<file path="config.mk">
export PLATFORM = sky130hd
export DESIGN_NAME = seg7_scan_driver_flat
export DESIGN_NICKNAME = d
export VERILOG_FILES = /design/src/rtl/seg7_pkg.sv /design/src/rtl/seg7_scan_driver_if.sv /design/src/rtl/seg7_glyph_rom.sv /design/src/rtl/seg7_scan_driver.sv /design/src/flat_wrapper.sv
export SDC_FILE = /design/constraint.sdc
export NUM_CORES = 1
export LEC_CHECK = 0
export CAP_MARGIN = 25
export CORE_MARGIN = 5
export CORE_UTILIZATION = 50
export DETAILED_ROUTE_END_ITERATION = 8
export PLACE_DENSITY = 0.73
export SYNTH_ARGS = -nofsm -noshare
export SYNTH_HDL_FRONTEND = slang
export SYNTH_HIERARCHICAL = 1
export SYNTH_SLANG_ARGS = --single-unit
export TNS_END_PERCENT = 100
</file>
<file path="constraint.sdc">
create_clock -name clk -period 6.15 [get_ports clk]
set_input_delay 1.23 -clock clk [delete_from_list [all_inputs] [get_ports clk]]
set_output_delay 1.23 -clock clk [all_outputs]
set_load 0.03 [all_outputs]
</file>
<file path="src/rtl/seg7_pkg.sv">
// -----------------------------------------------------------------------------
// seg7_pkg
// Shared constants for the 7-segment scan driver:
//   - glyph patterns in active-high {a,b,c,d,e,f,g} form, a = bit 6
//   - glyph-set selection encoding (BCD+symbols vs. full hex)
//   - decode(): maps a 4-bit digit code to its glyph for a given glyph set
// -----------------------------------------------------------------------------
package seg7_pkg;

    typedef logic [6:0] seg_t;

    // Glyph set selection
    localparam logic MODE_BCD = 1'b0;
    localparam logic MODE_HEX = 1'b1;

    localparam seg_t GLYPH_BLANK = 7'b0000000;

    // Decimal digits, shared by both glyph sets
    localparam seg_t GLYPH_0 = 7'b1111110;
    localparam seg_t GLYPH_1 = 7'b0110000;
    localparam seg_t GLYPH_2 = 7'b1101101;
    localparam seg_t GLYPH_3 = 7'b1111001;
    localparam seg_t GLYPH_4 = 7'b0110011;
    localparam seg_t GLYPH_5 = 7'b1011011;
    localparam seg_t GLYPH_6 = 7'b1011111;
    localparam seg_t GLYPH_7 = 7'b1110000;
    localparam seg_t GLYPH_8 = 7'b1111111;
    localparam seg_t GLYPH_9 = 7'b1111011;

    // Status symbols used by the BCD glyph set
    localparam seg_t GLYPH_SYM_P  = 7'b1100111;
    localparam seg_t GLYPH_SYM_A  = 7'b1110111;
    localparam seg_t GLYPH_DASH   = 7'b0000001;

    // Hex letters
    localparam seg_t GLYPH_HEX_A = 7'b1110111;
    localparam seg_t GLYPH_HEX_B = 7'b0011111;
    localparam seg_t GLYPH_HEX_C = 7'b1001110;
    localparam seg_t GLYPH_HEX_D = 7'b0111101;
    localparam seg_t GLYPH_HEX_E = 7'b1001111;
    localparam seg_t GLYPH_HEX_F = 7'b1000111;

    function automatic seg_t decode(input logic [3:0] code, input logic hex_mode);
        seg_t g;
        case (code)
            4'd0:    g = GLYPH_0;
            4'd1:    g = GLYPH_1;
            4'd2:    g = GLYPH_2;
            4'd3:    g = GLYPH_3;
            4'd4:    g = GLYPH_4;
            4'd5:    g = GLYPH_5;
            4'd6:    g = GLYPH_6;
            4'd7:    g = GLYPH_7;
            4'd8:    g = GLYPH_8;
            4'd9:    g = GLYPH_9;
            4'd10:   g = (hex_mode == MODE_HEX) ? GLYPH_HEX_A : GLYPH_BLANK;
            4'd11:   g = (hex_mode == MODE_HEX) ? GLYPH_HEX_B : GLYPH_BLANK;
            4'd12:   g = (hex_mode == MODE_HEX) ? GLYPH_HEX_C : GLYPH_SYM_P;
            4'd13:   g = (hex_mode == MODE_HEX) ? GLYPH_HEX_D : GLYPH_SYM_A;
            4'd14:   g = (hex_mode == MODE_HEX) ? GLYPH_HEX_E : GLYPH_BLANK;
            default: g = (hex_mode == MODE_HEX) ? GLYPH_HEX_F : GLYPH_DASH;
        endcase
        return g;
    endfunction

endpackage

</file>
<file path="src/rtl/seg7_scan_driver_if.sv">
// -----------------------------------------------------------------------------
// seg7_scan_driver_if
// Frame-load handshake between the producer of digit codes and the driver.
//   load_valid : producer offers a frame
//   load_data  : 4 bits per digit, digit 0 in bits [3:0] (rightmost digit)
//   load_ready : driver can accept a frame
// master = frame producer, slave = seg7_scan_driver.
// -----------------------------------------------------------------------------
interface seg7_scan_driver_if #(
    parameter int NUM_DIGITS = 4
);
    logic                      load_valid;
    logic [4*NUM_DIGITS-1:0]   load_data;
    logic                      load_ready;

    modport master (
        output load_valid,
        output load_data,
        input  load_ready
    );

    modport slave (
        input  load_valid,
        input  load_data,
        output load_ready
    );
endinterface

</file>
<file path="src/rtl/seg7_glyph_rom.sv">
// -----------------------------------------------------------------------------
// seg7_glyph_rom
// Combinational glyph lookup for one digit, active-high segment form.
//   code     : 4-bit digit code
//   hex_mode : glyph set select (MODE_BCD / MODE_HEX)
//   blank    : forces all segments off
//   seg      : {a,b,c,d,e,f,g}, a = bit 6
// -----------------------------------------------------------------------------
module seg7_glyph_rom
    import seg7_pkg::*;
(
    input  logic [3:0] code,
    input  logic       hex_mode,
    input  logic       blank,
    output logic [6:0] seg
);

    always_comb begin
        seg = blank ? GLYPH_BLANK : decode(code, hex_mode);
    end

endmodule

</file>
<file path="src/rtl/seg7_scan_driver.sv">
// -----------------------------------------------------------------------------
// seg7_scan_driver
// Time-multiplexed driver for a NUM_DIGITS-wide 7-segment display. A frame of
// digit codes is loaded into a shadow register over a valid/ready handshake
// and transferred to the display register only at a frame boundary (or at
// once while scanning is disabled), so a frame is never shown half-updated.
//
// Ports:
//   clk         : system clock, rising edge
//   rst_n       : asynchronous active-low reset
//   enable      : 1 = scan, 0 = hold scan position and blank the display
//   lz_suppress : 1 = blank leading zero digits (digit 0 always shown)
//   load_if     : frame handshake (slave side)
//   seg         : segments {a,b,c,d,e,f,g}, a = bit 6, registered
//   an          : digit select, one-hot when active, registered
//   digit_idx   : index of the digit currently being scanned
// -----------------------------------------------------------------------------
module seg7_scan_driver
    import seg7_pkg::*;
#(
    parameter int NUM_DIGITS     = 4,
    parameter int SCAN_DIV       = 1000,
    parameter int HEX_MODE       = 0,
    parameter int SEG_ACTIVE_LOW = 0,
    parameter int AN_ACTIVE_LOW  = 1,
    localparam int IDX_W         = $clog2(NUM_DIGITS),
    localparam int PS_W          = $clog2(SCAN_DIV)
) (
    input  logic                   clk,
    input  logic                   rst_n,
    input  logic                   enable,
    input  logic                   lz_suppress,
    seg7_scan_driver_if.slave      load_if,
    output logic [6:0]             seg,
    output logic [NUM_DIGITS-1:0]  an,
    output logic [IDX_W-1:0]       digit_idx
);

    localparam int                  DW       = 4 * NUM_DIGITS;
    localparam logic [PS_W-1:0]     PS_LAST  = PS_W'(SCAN_DIV - 1);
    localparam logic [IDX_W-1:0]    IDX_LAST = IDX_W'(NUM_DIGITS - 1);
    localparam logic                HEX_SEL  = (HEX_MODE != 0) ? MODE_HEX : MODE_BCD;
    // Inactive levels after polarity is applied
    localparam logic [6:0]            SEG_OFF = (SEG_ACTIVE_LOW != 0) ? 7'h7F : 7'h00;
    localparam logic [NUM_DIGITS-1:0] AN_OFF  = (AN_ACTIVE_LOW != 0) ?
                                                {NUM_DIGITS{1'b1}} : {NUM_DIGITS{1'b0}};

    // ------------------------------------------------------------------
    // State
    // ------------------------------------------------------------------
    logic [PS_W-1:0]       prescaler_q, prescaler_d;
    logic [IDX_W-1:0]      digit_idx_q, digit_idx_d;
    logic [DW-1:0]         disp_q,      disp_d;
    logic [DW-1:0]         shadow_q,    shadow_d;
    logic                  pending_q,   pending_d;
    logic [NUM_DIGITS-1:0] an_q,        an_d;
    logic [6:0]            seg_q,       seg_d;

    logic                  ps_terminal;
    logic                  frame_boundary;

    logic [3:0]            digit_code [NUM_DIGITS];
    logic [NUM_DIGITS-1:0] lz_mask;
    logic [NUM_DIGITS-1:0] an_sel;
    logic [3:0]            cur_code;
    logic                  cur_blank;
    logic [6:0]            glyph;

    assign ps_terminal    = (prescaler_q == PS_LAST);
    assign frame_boundary = enable && ps_terminal && (digit_idx_q == IDX_LAST);

    // ------------------------------------------------------------------
    // Scan counters
    // ------------------------------------------------------------------
    always_comb begin
        prescaler_d = prescaler_q;
        digit_idx_d = digit_idx_q;
        if (enable) begin
            if (ps_terminal) begin
                prescaler_d = '0;
                digit_idx_d = (digit_idx_q == IDX_LAST) ? '0 : digit_idx_q + IDX_W'(1);
            end else begin
                prescaler_d = prescaler_q + PS_W'(1);
            end
        end
    end

    // ------------------------------------------------------------------
    // Frame handshake. ready is simply "no frame waiting in the shadow",
    // so a second frame can never overwrite one that has not been shown.
    // ------------------------------------------------------------------
    assign load_if.load_ready = ~pending_q;

    always_comb begin
        shadow_d  = shadow_q;
        pending_d = pending_q;
        disp_d    = disp_q;
        if (pending_q) begin
            // With the scan stopped there is no boundary to wait for.
            if (frame_boundary || !enable) begin
                disp_d    = shadow_q;
                pending_d = 1'b0;
            end
        end else if (load_if.load_valid) begin
            shadow_d  = load_if.load_data;
            pending_d = 1'b1;
        end
    end

    // ------------------------------------------------------------------
    // Per-digit view of the display register
    // ------------------------------------------------------------------
    for (genvar gi = 0; gi < NUM_DIGITS; gi++) begin : g_digit
        assign digit_code[gi] = disp_q[4*gi +: 4];
        // Dead time at prescaler 0 keeps the previous digit's segments from
        // ghosting onto the newly selected anode.
        assign an_sel[gi] = enable && (prescaler_q != '0) && (digit_idx_q == IDX_W'(gi));
    end

    // A digit is a leading zero when it and every digit above it are zero.
    always_comb begin
        logic zero_run;
        zero_run = 1'b1;
        lz_mask  = '0;
        for (int i = NUM_DIGITS - 1; i >= 0; i--) begin
            zero_run   = zero_run && (digit_code[i] == 4'd0);
            lz_mask[i] = zero_run && (i != 0);
        end
    end

    assign cur_code  = digit_code[digit_idx_q];
    assign cur_blank = !enable || (lz_suppress && lz_mask[digit_idx_q]);

    seg7_glyph_rom u_glyph_rom (
        .code     (cur_code),
        .hex_mode (HEX_SEL),
        .blank    (cur_blank),
        .seg      (glyph)
    );

    // ------------------------------------------------------------------
    // Output registers: an and seg share one register stage so they always
    // switch on the same edge.
    // ------------------------------------------------------------------
    always_comb begin
        an_d  = (AN_ACTIVE_LOW != 0)  ? ~an_sel : an_sel;
        seg_d = (SEG_ACTIVE_LOW != 0) ? ~glyph  : glyph;
    end

    always_ff @(posedge clk or negedge rst_n) begin
        if (!rst_n) begin
            prescaler_q <= '0;
            digit_idx_q <= '0;
            disp_q      <= '0;
            shadow_q    <= '0;
            pending_q   <= 1'b0;
            an_q        <= AN_OFF;
            seg_q       <= SEG_OFF;
        end else begin
            prescaler_q <= prescaler_d;
            digit_idx_q <= digit_idx_d;
            disp_q      <= disp_d;
            shadow_q    <= shadow_d;
            pending_q   <= pending_d;
            an_q        <= an_d;
            seg_q       <= seg_d;
        end
    end

    assign an        = an_q;
    assign seg       = seg_q;
    assign digit_idx = digit_idx_q;

endmodule

</file>
<file path="src/flat_wrapper.sv">
// flat-port wrapper written by rule: the top's interface ports become plain ports
module seg7_scan_driver_flat import seg7_pkg::*;
#(
    parameter int NUM_DIGITS     = 4,
    parameter int SCAN_DIV       = 1000,
    parameter int HEX_MODE       = 0,
    parameter int SEG_ACTIVE_LOW = 0,
    parameter int AN_ACTIVE_LOW  = 1,
    localparam int IDX_W         = $clog2(NUM_DIGITS),
    localparam int PS_W          = $clog2(SCAN_DIV)
)
  (clk, rst_n, enable, lz_suppress, seg, an, digit_idx, load_if_load_valid, load_if_load_data, load_if_load_ready);
  seg7_scan_driver_if #(.NUM_DIGITS(NUM_DIGITS)) load_if_i ();
  input  logic clk;
  input  logic rst_n;
  input  logic enable;
  input  logic lz_suppress;
  output logic [6:0] seg;
  output logic [NUM_DIGITS-1:0] an;
  output logic [IDX_W-1:0] digit_idx;
  input wire logic [$bits(load_if_i.load_valid)-1:0] load_if_load_valid;
  input wire logic [$bits(load_if_i.load_data)-1:0] load_if_load_data;
  output wire logic [$bits(load_if_i.load_ready)-1:0] load_if_load_ready;
  assign load_if_i.load_valid = load_if_load_valid;
  assign load_if_i.load_data = load_if_load_data;
  assign load_if_load_ready = load_if_i.load_ready;
  seg7_scan_driver #(.NUM_DIGITS(NUM_DIGITS), .SCAN_DIV(SCAN_DIV), .HEX_MODE(HEX_MODE), .SEG_ACTIVE_LOW(SEG_ACTIVE_LOW), .AN_ACTIVE_LOW(AN_ACTIVE_LOW)) u_core (.clk(clk), .rst_n(rst_n), .enable(enable), .lz_suppress(lz_suppress), .load_if(load_if_i), .seg(seg), .an(an), .digit_idx(digit_idx));
endmodule
</file>
Word-level counts from Yosys, hierarchy flattened --
Cells that the tools add are included.
Cells by class: add/sub/neg operators 2, magnitude comparators 2, eq/ne operators 18, muxes and demuxes 12, bitwise logic cells 3, reductions and logical operators 23
Operator list (count):
- case mux 7 bit (13 select lines) | 1
- equality test 4 bit (second input constant) | 7
- equality test 4 x 3 -> 1 bit (second input constant) | 4
- zero test 4 bit | 4
- adder 10 x 1 -> 10 bit (second input constant) | 1
- equality test 10 bit (second input constant) | 1
- logical AND 1 bit | 10
- 2-to-1 mux 10 bit | 1
- nonzero test 10 bit | 1
- binary-select mux 4 bit (select 2 bit) | 1
- equality test 4 x 2 -> 1 bit (second input constant) | 2
- 2-to-1 mux 4 bit | 2
- 2-to-1 mux 7 bit | 1
- AND reduction 2 bit | 3
- equality test 2 bit (second input constant) | 2
- equality test 4 x 1 -> 1 bit (second input constant) | 1
- 2-to-1 mux 1 bit | 4
- NOT 4 bit | 1
- >= comparator 3 bit (second input constant) | 1
- less-than comparator 2 x 3 -> 1 bit (second input constant) | 1
- NOT 2 -> 3 bit | 1
- OR reduction 3 bit | 1
- adder 2 x 1 -> 2 bit (second input constant) | 1
- binary-select mux 1 bit (select 2 bit) | 1
- other kinds (6) | 7
Storage, ports and cells: register bits after elaboration 56, input bits 21, output and inout bits 14

Depth between registers and ports, before layout --
Gate-level depths: netlist of the first run.
word-level depth 8, mapped depth 7, depth with buffers taken out 7

Cells and area by module --
Netlist of the first run, hierarchy kept.
By module, submodules not included:
- seg7_scan_driver | times used 1, cells an instance 169, area an instance 2403.6 sq um, sequential area each 1406.3 sq um
- seg7_glyph_rom | times used 1, cells an instance 45, area an instance 311.5 sq um, sequential area each 0.0 sq um

Least setup slack after synthesis of the first run --
No wires, ideal clock.
path kind input to register, from input port load_if_load_valid, to register u_core.shadow_q[10], library setup time 125 ps, arrival time 2332 ps, data required time 6025 ps, slack 3693 ps, stages on the path 4, path buffers 2, cell sequence nor2b_1 clkbuf_1 clkbuf_1 mux2_2
Between the ends: cells in the longest elaborated chain, start to end 1
RTL lines:
- start, declared | line flat_wrapper.sv:21 | input wire logic [$bits(load_if_i.load_valid)-1:0] load_if_load_valid;
- AND reduction 2 bit (no source line)
- end signal, assigned | line seg7_scan_driver.sv:163 | shadow_q <= shadow_d;
- end, declared | line seg7_scan_driver.sv:54 | logic [DW-1:0] shadow_q, shadow_d;
Every way passes these cells. A chain may end at the register's enable or synchronous reset.

Worst setup path in the final report of the first run --
from register u_core.digit_idx_q[0] (netlist: u_core/digit_idx[0]), to output port digit_idx[0]
RTL lines:
- start, declared | line seg7_scan_driver.sv:52 | logic [IDX_W-1:0] digit_idx_q, digit_idx_d;
- start signal, assigned | line seg7_scan_driver.sv:161 | digit_idx_q <= digit_idx_d;
- end, declared | line flat_wrapper.sv:20 | output logic [IDX_W-1:0] digit_idx;
No word-level cell between the ends.

==> results of run 1 <==
layer usage:
layer	GRT usage, %	vias to the layer above	part of all wire [%]
met5	0	-	0
met4	4.39	0	1.4
met3	3.26	7	4.2
met2	22.6	32	48
met1	19.3	894	46
li1	-	855	-
final timing paths:
path	start	endpoint	slack, ns	depth (start not counted)
max in group asynchronous	rst_n	u_core/prescaler_q[1]	4.66	2
setup / recovery	u_core/digit_idx[0]	digit_idx[0]	3.21	1
hold reg to reg	u_core/shadow_q[15]	u_core/shadow_q[15]	0.51	1
setup reg to reg	u_core/digit_idx[0]	u_core/seg[3]	4.01	4
hold / removal	u_core/shadow_q[15]	u_core/shadow_q[15]	0.51	1
min in group asynchronous	rst_n	u_core/disp_q[7]	1.03	2
worst reg2reg max path: stages, from the launching register on:
cell,delay [ns]
dfrtp_1,0.64
mux4_2,0.73
nor3b_1,0.38
o21ai_1,0.12
nor4b_2,0.17
power by group:
group | total [mW] | internal, mW | switching (mW)
sequential | 0.556 | 0.475 | 0.0803
clock | 0.205 | 0.0921 | 0.113
combinational | 0.412 | 0.213 | 0.199
total | 1.17 | 0.780 | 0.392
placed cells by master, fill, tap and decap left out, types with 3 or more instances in the layout:
cell type / count
nor2_1: 6
nand3_1: 5
o21ai_0: 9
mux4_2: 4
conb_1: 8
nor4_1: 4
o21ai_1: 4
clkdlybuf4s50_1: 33
inv_1: 7
nand4_1: 3
mux2_2: 23
mux2_4: 10
a21oi_1: 6
ha_1: 6
dfrtp_1: 52
clkbuf_8: 6
dfstp_2: 4
nand2_1: 16
flip-flops by register name (all words and copies together), names as in the netlist:
register and cells:
u_core/digit_idx 2, u_core/pending_q 1, u_core/prescaler_q 10, u_core/disp_q 16, u_core/seg 7, u_core/shadow_q 16, u_core/an 4
cells by family (layout without fill, tap and decap cells):
family | count (synthesis) | after routing | share of synthesized area, %
flip-flops | 56 | 56 | 51.8
AND/OR/NAND/NOR | 53 | 53 | 11.6
AO/OA/AOI/OAI | 40 | 40 | 10.7
multiplexers | 37 | 37 | 18.4
buffers and inverters | 17 | 53 | 3.23
adder cells (fa/ha/maj) | 7 | 7 | 3.18
XOR/XNOR | 3 | 3 | 0.968
other | 1 | 8 | 0.138
through the flow:
stage	instance area, um2	setup slack (ns)
final	3220	3.21
after global routing	3220	3.11
after CTS	3210	3.18
after detailed placement	3120	2.91
after global placement	3120	2.92
after floorplan	2740	3.69
area by class of cell:
class                      count  area [um2]  area share (%)
multi-input combinational    148        1250            38.7
sequential                    56        1410            43.7
clock buffer                   8        90.1            2.80
tap                           70        87.6            2.72
inverter                       8        30.0           0.933
timing repair buffer          37         358            11.1
==> impl_metrics.tcl, run 1 <==
set metrics [dict create \
    relSlewSlack_pct 52.9 \
    io_buffers 34 \
    maxSlewViolCount 0 \
    dp_hpwl_um 3460 \
    hold_class "flip-flop to flip-flop" \
    cp.required_ns 4.92 \
    crit_arrival_ns 1.71 \
    synth_top_area_share_pct 47.9 \
    grt_max_degree 57 \
    fin_nets 283 \
    grt_pass1_vias 1671 \
    yosys_warnings 6 \
    antenna_found_initial 0 \
    fin_util_pct 61.9 \
    syn_area_per_cell_um2 12.7 \
    fp.dieW_um 83.7 \
    cts_hold_buf 0 \
    clock_latency_ns 0.31 \
    initial_core_util_pct 52.2 \
    antenna_left 0 \
    via_count 1788 \
    grt_pass1_wl_um 8190 \
    ys.flop_type "dfrtp_1" \
    finalHoldViolCount 0 \
    clock-sinks 56 \
    area_growth_syn_to_layout_pct 18.6 \
    io_pins 35 \
    critPathLaunchType "flip-flop" \
    worst-path-buf-inv 1 \
    tightest_slew_ns 0.707 \
    synth.area.top_cells "dfrtp_1, mux2_2, mux2_4, dfstp_2, mux4_2" \
    finalSetupTns_ns 0 \
    ir_drop_mv 0.175 \
    core_mm2 0.00520 \
    die_area_mm2 0.00700 \
    drt-initial-drc-count 95 \
    skew_ns 0.00854 \
    drt-vias-per-instance 5.47 \
    holdWs_ns 0.512 \
    critPathCaptureType "output pin" \
    yosysTopAreaCell "dfrtp_1" \
    post-route-period-util_pct 47.8 \
    firstDrtPassIters 4 \
    rsz0062_at_grt "no" \
    period_minus_slack_ns 2.94 \
    crit_family "buffers and inverters" \
    ys_seq_area_share_pct 51.8 \
    fin_cells 327 \
    globalRouteOverflowTotal 0 \
    die_h_um 83.7 \
    drv_cap 0 \
    slowest_delay_ns 0.76 \
    max_freq_ghz 0.340 \
    setup_viol 0 \
    num_rows 26 \
    layout-drive-gt1-share_pct 25.3 \
    antenna_cells 0 \
    drc 0 \
    syn_area_mm2 0.00272 \
    htreeDepth 2 \
    dp.cells 318 \
    ys_top_cells_by_count "dfrtp_1, mux2_2, nand2_1" \
    status "completed" \
    fill_cells 451 \
    p_per_area_mw_per_mm2 364 \
    crit_type "flip-flop to output pin" \
    power_leakage_nw 1.36 \
    cts_buffers 5 \
    synthCells 214 \
    post_cts_buffers 0 \
    cts_tree "yes" \
    cts_root_buf "clkbuf_8" \
    ys_types 58 \
    path_clk_slew_ns 0.10 \
    wl_um 4780 \
    ys_ff_latch 56 \
    grt.total_usage_pct 14.2 \
    async_reset_ff_share_pct 100 \
    worst-path-max-fanout 11 \
    path_cells "clkdlybuf4s50_1" \
    routedWlPerCell_um 14.6 \
    routabilityCongestion 0.763 \
    yosysMostFrequentCell "dfrtp_1" \
    synth_edf_count 0 \
    cp_slowest_cell "clkdlybuf4s50_1" \
    cts_max_path_buffers 2 \
    cts_resized 0 \
    power_mw 1.17 \
]
Note: power is estimated with default switching activity, not from simulation.
==> run 2, diff against run 1 <==
clock period = 3 ns   (was 6.15 ns; I/O delays follow)
==> run 2 against run 1 <==
Register-to-register slack lost 3.2 ns. Cell area grew 0.47%. Non-clock buffer count grew 2. Worst hold slack lost 0.36 ns. Clock skew shrank 0.0018 ns. First-iteration DRC count grew 53%. Combinational power grew 110%. Global-route usage shrank 0.087 points. Core utilization grew 0.29 points. Clock-buffer cell count is the same. Cell count grew 0.61%. Critical path depth is the same. Largest cell class unchanged. Highest routed layer unchanged.
==> impl_metrics.tcl, run 2 (synthesis results as in run 1) <==
set metrics [dict create \
    worst_slack_ns 0.699 \
    rsz0062_at_grt "no" \
    critPathCaptureType "output pin" \
    slowest_delay_ns 0.77 \
    critPathLaunchType "flip-flop" \
    clock_latency_ns 0.30 \
    drt-vias-per-instance 5.40 \
    drv_cap 0 \
    holdWs_ns 0.151 \
    skew_ns 0.00670 \
    cts_root_buf "clkbuf_8" \
    hold_class "input pin to asynchronous set/reset pin" \
    top_regs "u_core/disp_q x16, u_core/shadow_q x16, u_core/prescaler_q x10" \
    grt.total_usage_pct 14.1 \
    fp.dieW_um 83.7 \
    worst-path-buf-inv 1 \
    io_pins 35 \
    setup_viol 0 \
    grt_pass1_wl_um 8080 \
    status "completed" \
    ir_drop_mv 0.346 \
    mostFrequentLayoutCells "dfrtp_1, clkdlybuf4s50_1, mux2_2" \
    final_common_cell "dfrtp_1" \
    core_mm2 0.00520 \
    cp_slowest_cell "clkdlybuf4s50_1" \
    wl_um 4720 \
    fin_nets 285 \
    p_per_area_mw_per_mm2 740 \
    htreeDepth 2 \
    cts_resized 0 \
    layout-drive-gt1-share_pct 25.9 \
    crit_arrival_ns 1.70 \
    cts_buffers 5 \
    antenna_found_initial 0 \
    cts_max_path_buffers 2 \
    pre_cts_ws_ns 0.559 \
    power_leakage_nw 1.37 \
    path_cells "clkdlybuf4s50_1" \
    grt_pass1_vias 1712 \
    cp.required_ns 2.40 \
    initial_core_util_pct 52.2 \
    dp_hpwl_um 3480 \
    period_minus_slack_ns 2.30 \
    die_area_mm2 0.00700 \
    fin_util_pct 62.1 \
    cts_tree "yes" \
    cts_hold_buf 0 \
    post_cts_buffers 0 \
    via_count 1775 \
    routabilityCongestion 0.780 \
    routedWlPerCell_um 14.3 \
    max_freq_ghz 0.435 \
    grt_max_degree 28 \
    globalRouteOverflowTotal 0 \
    antenna_left 0 \
    path_clk_slew_ns 0.09 \
    drc 0 \
    crit_type "flip-flop to output pin" \
    fin_cells 329 \
    io_buffers 34 \
    crit_family "buffers and inverters" \
    num_rows 26 \
    finalHoldViolCount 0 \
    worst-path-max-fanout 11 \
    drt-initial-drc-count 145 \
    firstDrtPassIters 4 \
    clock-sinks 56 \
    die_h_um 83.7 \
    maxSlewViolCount 0 \
    antenna_cells 0 \
    fill_cells 427 \
    post-route-period-util_pct 76.7 \
    dp.cells 321 \
    area_growth_syn_to_layout_pct 19.1 \
    finalSetupTns_ns 0 \
]
==> run 2: cell count changes in the layout (fill, tap and decap cells not counted), sizes merged <==
cell    change
buf         +3
clkbuf      -1
==> run 2: area by class of cell <==
cell class / instances / area, um2 / share of cell area (%)
Clock buffer: 8 / 90.1 / 2.79
Inverter: 8 / 30.0 / 0.928
Multi-Input combinational cell: 148 / 1250 / 38.6
Sequential cell: 56 / 1410 / 43.5
Tap cell: 70 / 87.6 / 2.71
Timing Repair Buffer: 39 / 373 / 11.5
==> run 2: metal layers <==
metal	share of wire [%]	vias to the layer above	GRT usage [%]
met5	0	-	0
met4	1.3	0	4.39
met3	4.7	6	4.05
met2	49	35	23.0
met1	46	872	18.2
li1	-	862	-
==> run 2: where the power goes <==
| part | internal [mW] | switching [mW] | total, mW | leakage (nW) |
|---|---|---|---|---|
| clock | 0.189 | 0.223 | 0.412 | 0.0455 |
| sequential | 0.975 | 0.161 | 1.14 | 0.664 |
| combinational | 0.438 | 0.409 | 0.847 | 0.662 |
==> run 2: final timing paths <==
kind                                startpoint                    end  slack (ns)  depth (start not counted)
setup / recovery           u_core/digit_idx[0]           digit_idx[0]        0.70                          1
hold / removal                           rst_n     u_core/shadow_q[7]        0.15                          1
min in group clk            u_core/shadow_q[9]       u_core/disp_q[9]        0.51                          1
hold reg to reg             u_core/shadow_q[9]       u_core/disp_q[9]        0.51                          1
max in group asynchronous                rst_n  u_core/prescaler_q[3]        2.23                          2
setup reg to reg           u_core/digit_idx[0]          u_core/seg[3]        0.86                          4
==> run 2: metrics by stage <==
stage | power (mW) | cell area, um2
global route | 2.55 | 3230
global placement | 1.97 | 3140
finish | 2.39 | 3230
CTS | 2.42 | 3230
detailed placement | 2.00 | 3140
floorplan | 1.76 | 2740
